$ cat src/rtl/sdo_frame_deserializer_pkg.sv
// Shared constants for the SDO serial link: FSM encoding and the framing
// defaults that the transmitter and this deserializer must agree on.
`timescale 1ns/1ps
package sdo_frame_deserializer_pkg;

  localparam logic [0:0] ST_HUNT    = 1'b0;
  localparam logic [0:0] ST_PAYLOAD = 1'b1;

  localparam int                    SDO_WORD_W          = 16;
  localparam int                    SDO_SYNC_W          = 8;
  localparam logic [SDO_SYNC_W-1:0] SDO_SYNC_PATTERN    = 8'hA5;
  localparam int                    SDO_WORDS_PER_FRAME = 4;

endpackage

$ cat src/rtl/sdo_out_reg.sv
// Single-entry valid/ready holding register. A word that arrives while the
// entry is full and not being drained is dropped and flagged as a sticky overrun.
`timescale 1ns/1ps
module sdo_out_reg
  import sdo_frame_deserializer_pkg::*;
#(
  parameter int WORD_W = SDO_WORD_W
) (
  input  logic              i_clk,
  input  logic              i_rst_n,
  input  logic              i_wr,
  input  logic [WORD_W-1:0] i_data,
  input  logic              i_last,
  input  logic              i_ready,
  input  logic              i_clr_overrun,
  output logic [WORD_W-1:0] o_data,
  output logic              o_valid,
  output logic              o_last,
  output logic              o_overrun
);

  logic [WORD_W-1:0] r_data;
  logic              r_valid;
  logic              r_last;
  logic              r_overrun;
  logic              w_handshake;
  logic              w_load;
  logic              w_drop;

  assign w_handshake = r_valid & i_ready;
  assign w_load      = i_wr & (~r_valid | w_handshake);
  assign w_drop      = i_wr & r_valid & ~i_ready;

  always_ff @(posedge i_clk or negedge i_rst_n) begin
    if (!i_rst_n) begin
      r_data  <= '0;
      r_valid <= 1'b0;
      r_last  <= 1'b0;
    end else if (w_load) begin
      r_data  <= i_data;
      r_valid <= 1'b1;
      r_last  <= i_last;
    end else if (w_handshake) begin
      r_valid <= 1'b0;
      r_last  <= 1'b0;
    end
  end

  // A fresh drop wins over a clear requested in the same cycle.
  always_ff @(posedge i_clk or negedge i_rst_n) begin
    if (!i_rst_n) begin
      r_overrun <= 1'b0;
    end else if (w_drop) begin
      r_overrun <= 1'b1;
    end else if (i_clr_overrun) begin
      r_overrun <= 1'b0;
    end
  end

  assign o_data    = r_data;
  assign o_valid   = r_valid;
  assign o_last    = r_last;
  assign o_overrun = r_overrun;

endmodule

$ cat src/rtl/sdo_frame_deserializer.sv
// Hunts for the sync pattern on the serial line, then assembles a fixed number
// of MSB-first payload words per frame and hands them to the output register.
`timescale 1ns/1ps
module sdo_frame_deserializer
  import sdo_frame_deserializer_pkg::*;
#(
  parameter int                WORD_W          = SDO_WORD_W,
  parameter int                SYNC_W          = SDO_SYNC_W,
  parameter logic [SYNC_W-1:0] SYNC_PATTERN    = SDO_SYNC_PATTERN,
  parameter int                WORDS_PER_FRAME = SDO_WORDS_PER_FRAME
) (
  input  logic              i_clk,
  input  logic              i_rst_n,
  input  logic              i_sdi,
  input  logic              i_sdi_en,
  output logic [WORD_W-1:0] o_word_data,
  output logic              o_word_valid,
  input  logic              i_word_ready,
  output logic              o_word_last,
  output logic              o_frame_lock,
  output logic              o_overrun,
  input  logic              i_clr_overrun
);

  localparam int BIT_CW  = $clog2(WORD_W);
  localparam int WORD_CW = (WORDS_PER_FRAME > 1) ? $clog2(WORDS_PER_FRAME) : 1;
  localparam int FILL_CW = $clog2(SYNC_W + 1);

  logic [0:0]        r_state;
  logic [SYNC_W-1:0] r_window;
  logic [FILL_CW-1:0] r_fill;
  logic [BIT_CW-1:0] r_bit_cnt;
  logic [WORD_CW-1:0] r_word_cnt;
  logic [WORD_W-1:0] r_shift;

  logic [SYNC_W-1:0]  w_window_next;
  logic [FILL_CW-1:0] w_fill_next;
  logic [WORD_W-1:0]  w_shift_next;
  logic               w_sync_hit;
  logic               w_bit_term;
  logic               w_word_term;
  logic               w_word_done;

  assign w_window_next = {r_window[SYNC_W-2:0], i_sdi};
  assign w_fill_next   = (r_fill == FILL_CW'(SYNC_W)) ? r_fill : r_fill + 1'b1;
  // Only a completely filled window may match, so reset zeros never alias.
  assign w_sync_hit    = (w_fill_next == FILL_CW'(SYNC_W)) && (w_window_next == SYNC_PATTERN);
  assign w_shift_next  = {r_shift[WORD_W-2:0], i_sdi};
  assign w_bit_term    = (r_bit_cnt == BIT_CW'(WORD_W - 1));
  assign w_word_term   = (r_word_cnt == WORD_CW'(WORDS_PER_FRAME - 1));
  assign w_word_done   = (r_state == ST_PAYLOAD) && i_sdi_en && w_bit_term;

  always_ff @(posedge i_clk or negedge i_rst_n) begin
    if (!i_rst_n) begin
      r_state    <= ST_HUNT;
      r_window   <= '0;
      r_fill     <= '0;
      r_bit_cnt  <= '0;
      r_word_cnt <= '0;
      r_shift    <= '0;
    end else if (i_sdi_en) begin
      if (r_state == ST_HUNT) begin
        r_window <= w_window_next;
        r_fill   <= w_fill_next;
        if (w_sync_hit) begin
          r_state    <= ST_PAYLOAD;
          r_bit_cnt  <= '0;
          r_word_cnt <= '0;
        end
      end else begin
        r_shift <= w_shift_next;
        if (w_bit_term) begin
          r_bit_cnt <= '0;
          // Last payload bit ends the frame; the next bit starts a fresh sync search.
          if (w_word_term) begin
            r_word_cnt <= '0;
            r_state    <= ST_HUNT;
            r_window   <= '0;
            r_fill     <= '0;
          end else begin
            r_word_cnt <= r_word_cnt + 1'b1;
          end
        end else begin
          r_bit_cnt <= r_bit_cnt + 1'b1;
        end
      end
    end
  end

  assign o_frame_lock = (r_state == ST_PAYLOAD);

  sdo_out_reg #(
    .WORD_W (WORD_W)
  ) u_out_reg (
    .i_clk         (i_clk),
    .i_rst_n       (i_rst_n),
    .i_wr          (w_word_done),
    .i_data        (w_shift_next),
    .i_last        (w_word_term),
    .i_ready       (i_word_ready),
    .i_clr_overrun (i_clr_overrun),
    .o_data        (o_word_data),
    .o_valid       (o_word_valid),
    .o_last        (o_word_last),
    .o_overrun     (o_overrun)
  );

endmodule

$ cat config.mk
export PLATFORM = sky130hd
export DESIGN_NAME = sdo_frame_deserializer
export DESIGN_NICKNAME = d
export VERILOG_FILES = /design/src/rtl/sdo_frame_deserializer_pkg.sv /design/src/rtl/sdo_out_reg.sv /design/src/rtl/sdo_frame_deserializer.sv
export SDC_FILE = /design/constraint.sdc
export NUM_CORES = 1
export LEC_CHECK = 0
export BUFFER_PORTS_ARGS = -buffer_cell sky130_fd_sc_hd__clkbuf_2
export CAP_MARGIN = 30
export CORE_ASPECT_RATIO = 0.8
export CORE_MARGIN = 5
export CORE_UTILIZATION = 40
export DETAILED_ROUTE_END_ITERATION = 12
export GPL_TIMING_DRIVEN = 0
export PLACE_DENSITY_LB_ADDON = 0.1
export SETUP_SLACK_MARGIN = 0.4
export SLEW_MARGIN = 20
export SYNTH_ARGS = -nofsm -noshare
export SYNTH_HDL_FRONTEND = slang
export SYNTH_SLANG_ARGS = --single-unit
$ cat constraint.sdc
create_clock -name i_clk -period 1.7 [get_ports i_clk]
set_input_delay 0.17 -clock i_clk [delete_from_list [all_inputs] [get_ports i_clk]]
set_output_delay 0.17 -clock i_clk [all_outputs]
set_load 0.02 [all_outputs]
==> run metrics, run 1 <==
I/O pin count 26; clock network latency to the later pin of the worst-skew pair 300 ps; DRC violations left 0; I/O Buffers 24; Worst Setup Slack, final -58.3 ps; initial core utilization 0.416; HP Class in -> reg; number of synthesis warnings 0; TritonCTS buffer count 5; final design instance area without fill 0.00320 mm2; Syn Std Cell Area 0.00228 mm2; WS Path Type reg -> reg; proportion of register bits with asynchronous set or reset after synthesis 1.00; Netlist cell types 42; placed cell count 276; combined global-route utilization of all metal layers 0.140; outcome finished, violations left; final-report setup violation count 7; overall via count from detail_route 1,606; worst-path fanout max 7; width of the die 94.5 um; HPWL reported at the end of detailed placement 2960 um; worst-case vdd ir drop 336 uV; final period utilization 1.03; Initial DRC Count 87; static leakage power 1.55 nW; unrepaired setup endpoints after global routing true; required arrival time at the worst endpoint 1880 ps; P&R area growth vs syn 40.0%; number of iterations in the first detailed-routing pass 4; areal power density over the cells 783 mW/mm2; final estimated routing congestion in global placement 0.739; number of nets in the finished design 245; Root Buffer sky130_fd_sc_hd__clkbuf_8; die outline area 0.00733 mm2; DP Area 0.00266 mm2; wire length of the first global-routing pass 8160 um; clock tree from TritonCTS yes; layout cell share with drive strength beyond 1 0.542; final count of hold timing violations 0; final non-filler cell total 314; crit path launch type flop; delay of the slowest cell on the worst path 410 ps; Remaining Overflow, GRT 0; Post-synth top flop sky130_fd_sc_hd__dfrtp_1; slew at the pin closest to its max-slew limit 719 ps; antenna violation net count after detailed routing 0; fmax 569 MHz; Synth Instances 174; clock-pin slew on the worst setup and hold paths 90 ps; number of pins with negative max-slew slack in the final report 0; antenna violations before repair 0; number of clock sinks 52; overall die height 77.6 um; average routed wire per standard cell 15.6 um; # H-tree levels 2; worst setup skew after layout 7.97 ps; Routed Wire Length 4910 um; per-instance average area after synthesis 13.1 um2; fraction of the yosys area taken by sequential cells 0.570; clock buffer depth 2; failing checks setup timing; worst setup slack before clock tree synthesis -247 ps; floorplan core area 0.00550 mm2; Max Cap Violations 0; cells along the critical path inv_2 > ha_4 > nand2_4 > buf_6 > and3b_2 > a2111oi_4 > buf_6 > o21ai_1; number of fill cells 455; number of buffers and inverters on the critical path 3; pin count of the biggest net entering global routing 53; number of global-route vias before repair 1,690; crit path max-delay cell type sky130_fd_sc_hd__dfrtp_1; Pwr Total 2.50 mW; diode count 0; number of enable-type register cells in the synthesized netlist 0; endpoint arrival time on the critical path 1940 ps; remaining max-slew budget at the tightest pin 0.521; via count normalized by instance count 5.11; Post-Synthesis Net Count 184; number of rows created at floorplan 24; kind of end point of the critical path flop; gate family responsible for the most delay along the worst path buffers and inverters; register bit total from synthesis 52; WHS 56.3 ps; time the worst path needs with I/O delays and setup 1760 ps; most frequent CP cell sky130_fd_sc_hd__buf_6
cells in the final DEF (no fill, tap or decap), drive strengths merged, types with 2 or more instances in the layout:
master / count
a21oi: 2
nand3: 3
nand2: 12
nor2b: 3
mux2i: 2
and3: 2
nor3: 2
dfrtp: 52
nor2: 3
o21ai: 8
and2: 2
clkbuf: 31
nand2b: 4
a2bb2oi: 2
buf: 35
o22ai: 4
inv: 6
a22o: 9
ha: 4
clkinv: 3
mux2: 31
kinds of logic after synthesis:
| family | after synthesis | synth area share |
|---|---|---|
| multiplexers | 33 | 0.162 |
| AND/OR/NAND/NOR | 38 | 0.103 |
| XOR/XNOR | 1 | 0.00384 |
| AO/OA/AOI/OAI | 32 | 0.110 |
| adder cells (fa/ha/maj) | 4 | 0.0219 |
| buffers and inverters | 14 | 0.0296 |
| flip-flops | 52 | 0.570 |
layer usage:
metal  global-route usage  vias up  wire length (um)  part of all wire
met2                0.225       32              2350              0.48
met4               0.0389        0                51             0.010
met3               0.0300       10               144             0.029
li1                     -      747                 -                 -
met1                0.192      817              2370              0.48
met5                    0        -                 0                 0
sequential cells by signal (all words and copies together) (netlist names):
name / count
r_shift: 15
u_out_reg.o_data: 16
o_frame_lock: 1
u_out_reg.o_last: 1
u_out_reg.o_valid: 1
r_fill: 4
r_window: 7
r_word_cnt: 2
u_out_reg.o_overrun: 1
r_bit_cnt: 4
per-stage QoR:
step | util | setup TNS [ps]
after floorplan | - | 0
after global placement | 0.483 | -1530
after detailed placement | 0.483 | -2400
after CTS | 0.568 | -384
after global routing | 0.582 | -747
final | 0.582 | -333
report_power, final:
group	internal [mW]	switching, mW	leakage [nW]
Sequential	1.30	0.0535	0.706
Clock	0.288	0.399	0.0479
Combinational	0.228	0.237	0.795
Total	1.81	0.689	1.55
layout make-up:
class	count	area (um2)	area share
buffer	8	98.8	0.0309
clock buffer	5	68.8	0.0215
clock inverter	3	18.8	0.00587
inverter	6	22.5	0.00705
multi-input combinational	108	1130	0.355
sequential	52	1300	0.408
tap	78	97.6	0.0305
timing repair buffer	54	452	0.141
cells in the mapped netlist, types with 2 or more instances:
cell type / n / area [um2]
sky130_fd_sc_hd__inv_1: 6 / 22.5
sky130_fd_sc_hd__nor2b_1: 3 / 18.8
sky130_fd_sc_hd__a22o_1: 9 / 78.8
sky130_fd_sc_hd__nand2b_1: 4 / 25.0
sky130_fd_sc_hd__o21ai_1: 4 / 20.0
sky130_fd_sc_hd__and2_1: 2 / 12.5
sky130_fd_sc_hd__mux2_2: 7 / 78.8
sky130_fd_sc_hd__o22ai_1: 4 / 25.0
sky130_fd_sc_hd__a21oi_1: 2 / 10.0
sky130_fd_sc_hd__o21ai_0: 4 / 20.0
sky130_fd_sc_hd__buf_2: 3 / 15.0
sky130_fd_sc_hd__clkbuf_1: 3 / 11.3
sky130_fd_sc_hd__nor2_1: 2 / 7.51
sky130_fd_sc_hd__dfrtp_1: 52 / 1300
sky130_fd_sc_hd__nand2_1: 11 / 41.3
sky130_fd_sc_hd__nor3_1: 2 / 10.0
sky130_fd_sc_hd__mux2_1: 24 / 270
sky130_fd_sc_hd__and3_1: 2 / 12.5
sky130_fd_sc_hd__ha_1: 4 / 50.1
sky130_fd_sc_hd__nand3_1: 3 / 15.0
sky130_fd_sc_hd__mux2i_1: 2 / 20.0
worst register-to-register path, stage by stage (launching register included):
cell and delay [ps]:
sky130_fd_sc_hd__dfrtp_1 410, sky130_fd_sc_hd__inv_2 90, sky130_fd_sc_hd__ha_4 150, sky130_fd_sc_hd__nand2_4 50, sky130_fd_sc_hd__buf_6 120, sky130_fd_sc_hd__and3b_2 230
sky130_fd_sc_hd__a2111oi_4 300, sky130_fd_sc_hd__buf_6 200, sky130_fd_sc_hd__o21ai_1 90
final timing paths:
| check | to | from | cells past startpoint | slack [ps] |
|---|---|---|---|---|
| hold reg to reg | u_out_reg.o_last | u_out_reg.o_valid | 1 | 500 |
| min in group asynchronous | r_word_cnt[1] | i_rst_n | 2 | 480 |
| hold / removal | u_out_reg.o_overrun | i_clr_overrun | 2 | 60 |
| setup / recovery | r_bit_cnt[0] | r_fill[1] | 8 | -60 |
| setup reg to reg | r_bit_cnt[0] | r_fill[1] | 8 | -60 |
| max in group asynchronous | r_fill[0] | i_rst_n | 2 | 720 |
what timing repair did:
action,4_1_cts,5_1_grt
cloned,3,0
endpoints found under the setup margin,43,46
hold endpoints to repair,52,0
buffers inserted,22,4
hold buffers,1,0
resized for setup,36,12
pin swaps,10,6
Note: power is estimated with default switching activity, not from simulation.
==> run 2, diff against run 1 <==
--- a/config.mk
+++ b/config.mk
@@ -5,6 +5,7 @@
 export SDC_FILE = /design/constraint.sdc
 export NUM_CORES = 1
 export LEC_CHECK = 0
+export ABC_AREA = 1
 export BUFFER_PORTS_ARGS = -buffer_cell sky130_fd_sc_hd__clkbuf_2
 export CAP_MARGIN = 30
 export CORE_ASPECT_RATIO = 0.8
==> run metrics, run 2 <==
unrepaired setup endpoints after global routing true; number of global-route vias before repair 1,714; I/O Buffers 25; outcome completed; Area contributors post-synth sky130_fd_sc_hd__dfrtp_1 (58%), sky130_fd_sc_hd__nand2_1 (9.3%), sky130_fd_sc_hd__inv_1 (5.9%); via count normalized by instance count 4.70; areal power density over the cells 995 mW/mm2; top-area cell type share of the netlist area 0.585; # H-tree levels 2; endpoint arrival time on the critical path 1810 ps; clock tree from TritonCTS yes; Max Cap Violations 0; Netlist cell types 26; antenna violations before repair 0; worst setup slack before clock tree synthesis 40.4 ps; static leakage power 1.44 nW; Switch Pwr 0.879 mW; most instantiated library cell after synthesis sky130_fd_sc_hd__nand2_1; clock network latency to the later pin of the worst-skew pair 300 ps; synthesized-area fraction occupied by ao, oa, aoi and oai cells 0.129; P_int 2.16 mW; number of rows created at floorplan 24; Synth Instances 234; width of the die 93.4 um; proportion of register bits with asynchronous set or reset after synthesis 1.00; Worst Reg2Reg Path Length in Cells 10; WS Path Type reg -> reg; library cell with the largest summed area after synthesis sky130_fd_sc_hd__dfrtp_1; slew at the pin closest to its max-slew limit 715 ps; synthesized-area fraction occupied by and/or/nand/nor cells 0.170; Post-Synthesis Net Count 244; clock buffer depth 2; worst setup skew after layout 6.18 ps; Post-Synth XOR/XNOR Area 0.00393; worst-path fanout max 4; leading cell type in the layout, fill and taps excluded sky130_fd_sc_hd__dfrtp_1; average routed wire per standard cell 13.7 um; sequential cell fraction of total power 0.458; multiplexer fraction of the synthesized cell area 0.00675; layout cell share with drive strength beyond 1 0.422; DP Area 0.00247 mm2; die outline area 0.00717 mm2; Initial DRC Count 94; Routed Wire Length 5010 um; final design instance area without fill 0.00305 mm2; kind of end point of the critical path flop; Syn Std Cell Area 0.00223 mm2; combined global-route utilization of all metal layers 0.149; fraction of the yosys area taken by sequential cells 0.585; fmax 624 MHz; largest family of logic cells by synthesized area simple AND/OR/NAND/NOR gates; HP Class in -> reg; Post-synth top flop sky130_fd_sc_hd__dfrtp_1; relative contribution of combinational cells to total power 0.303; WHS 53.0 ps; Root Buffer sky130_fd_sc_hd__clkbuf_8; Commonest cells post-synth sky130_fd_sc_hd__nand2_1 (55), sky130_fd_sc_hd__dfrtp_1 (52), sky130_fd_sc_hd__inv_1 (35), sky130_fd_sc_hd__o21ai_0 (20); Remaining Overflow, GRT 0; final cell utilization of the core 0.562; most frequent cells in the layout sky130_fd_sc_hd__dfrtp_1 (52), sky130_fd_sc_hd__nand2_1 (37), sky130_fd_sc_hd__inv_1 (31); register bit total from synthesis 52; required arrival time at the worst endpoint 1900 ps; wire length of the first global-routing pass 8460 um; final estimated routing congestion in global placement 0.709; overall die height 76.7 um; final period utilization 0.942; part of the total power dissipated in the clock network 0.239; number of pins with negative max-slew slack in the final report 0; number of nets in the finished design 298; HPWL reported at the end of detailed placement 3060 um; number of enable-type register cells in the synthesized netlist 0; pin count of the biggest net entering global routing 53; synthesized-area fraction occupied by adder cells 0.0225; per-instance average area after synthesis 9.51 um2; time the worst path needs with I/O delays and setup 1600 ps; number of iterations in the first detailed-routing pass 4; floorplan core area 0.00544 mm2; overall via count from detail_route 1,724; Worst Setup Slack, final 98.3 ps; final-report setup violation count 0; number of clock sinks 52; P&R area growth vs syn 37.2%; antenna violation net count after detailed routing 0; final count of hold timing violations 0; remaining max-slew budget at the tightest pin 0.523; DRC violations left 0; cell depth of the worst hold path 2; I/O pin count 26; crit path launch type flop; initial core utilization 0.410; Largest register FFs 16; TritonCTS buffer count 5; worst-case vdd ir drop 653 uV; switching fraction of total power 0.289; number of synthesis warnings 0; clock-pin slew on the worst setup and hold paths 90 ps; diode count 0
-- run 2: changes by cell type after synthesis, moves of 3 or more --
cell | before | now
sky130_fd_sc_hd__inv_1 | 6 | 35
sky130_fd_sc_hd__a22o_1 | 9 | 0
sky130_fd_sc_hd__mux2_1 | 24 | 0
sky130_fd_sc_hd__o21ai_0 | 4 | 20
sky130_fd_sc_hd__nand3_1 | 3 | 11
sky130_fd_sc_hd__o22ai_1 | 4 | 11
sky130_fd_sc_hd__nand2b_1 | 4 | 0
sky130_fd_sc_hd__nand2_1 | 11 | 55
sky130_fd_sc_hd__nor2_1 | 2 | 6
sky130_fd_sc_hd__mux2_2 | 7 | 0
sky130_fd_sc_hd__o21ai_2 | 0 | 9
sky130_fd_sc_hd__nor2b_1 | 3 | 0
-- run 2: power groups by stage --
stage / Combinational, mW / Clock, mW / Sequential [mW]
final: 0.920 / 0.726 / 1.39
after global routing: 1.00 / 0.809 / 1.40
after CTS: 0.715 / 0.759 / 1.38
after detailed placement: 0.352 / 0 / 1.42
after global placement: 0.348 / 0 / 1.42
after floorplan: 0.268 / 0 / 1.40
-- run 2: what timing repair did --
| item | 4_1_cts | 5_1_grt |
|---|---|---|
| setup buffers | 13 | 5 |
| pin swaps | 9 | 8 |
| gates resized for setup | 40 | 36 |
| hold endpoints to repair | 52 | 0 |
| setup endpoints to repair | 41 | 51 |
| hold buffers | 1 | 0 |
| gates cloned | 3 | 0 |
-- run 2: cell type report --
type,count,area [um2]
timing repair buffer,46,365
clock buffer,8,90.1
tap,78,97.6
multi-input combinational,139,983
inverter,37,144
sequential,52,1300
fill,491,2380
buffer,7,72.6
-- run 2: per-stage QoR --
stage | instances | total power, mW | TNS (ps)
6_report | 367 | 3.04 | 0
5_1_grt | 367 | 3.22 | -18.4
4_1_cts | 362 | 2.86 | 0
3_5_place_dp | 337 | 1.77 | 0
3_3_place_gp | 337 | 1.77 | 0
2_1_floorplan | 234 | 1.67 | 0
-- run 2: final timing paths --
kind	slack [ps]	endpoint	startpoint
setup / recovery	100	r_word_cnt[0]	r_fill[0]
hold / removal	50	u_out_reg.o_overrun	i_clr_overrun
setup reg to reg	100	r_word_cnt[0]	r_fill[0]
hold reg to reg	490	r_shift[7]	r_shift[7]
max in group asynchronous	750	r_shift[3]	i_rst_n
min in group asynchronous	490	u_out_reg.o_data[8]	i_rst_n
-- run 2: metal layers --
metal	GRT usage	vias up	wire (um)	share of wire
met4	0.0483	0	80	0.016
met3	0.0333	9	145	0.029
met5	0	-	0	0
met2	0.226	27	2390	0.48
li1	-	860	-	-
met1	0.211	828	2400	0.48
-- run 2: critical path, stage by stage (launching register included) --
cell	delay, ps
sky130_fd_sc_hd__dfrtp_1	400
sky130_fd_sc_hd__buf_4	150
sky130_fd_sc_hd__ha_2	180
sky130_fd_sc_hd__nand2_1	60
sky130_fd_sc_hd__nand2_1	60
sky130_fd_sc_hd__nand2_2	80
sky130_fd_sc_hd__inv_1	50
sky130_fd_sc_hd__nor2_2	150
sky130_fd_sc_hd__nand4_1	190
sky130_fd_sc_hd__nand3_1	140
sky130_fd_sc_hd__nand2_1	50
-- run 2: kinds of logic (layout without fill, tap and decap cells) --
logic type,after synthesis,in the layout
multiplexers,1,1
AND/OR/NAND/NOR,84,85
AO/OA/AOI/OAI,48,48
XOR/XNOR,1,1
adder cells (fa/ha/maj),4,4
flip-flops,52,52
buffers and inverters,44,98
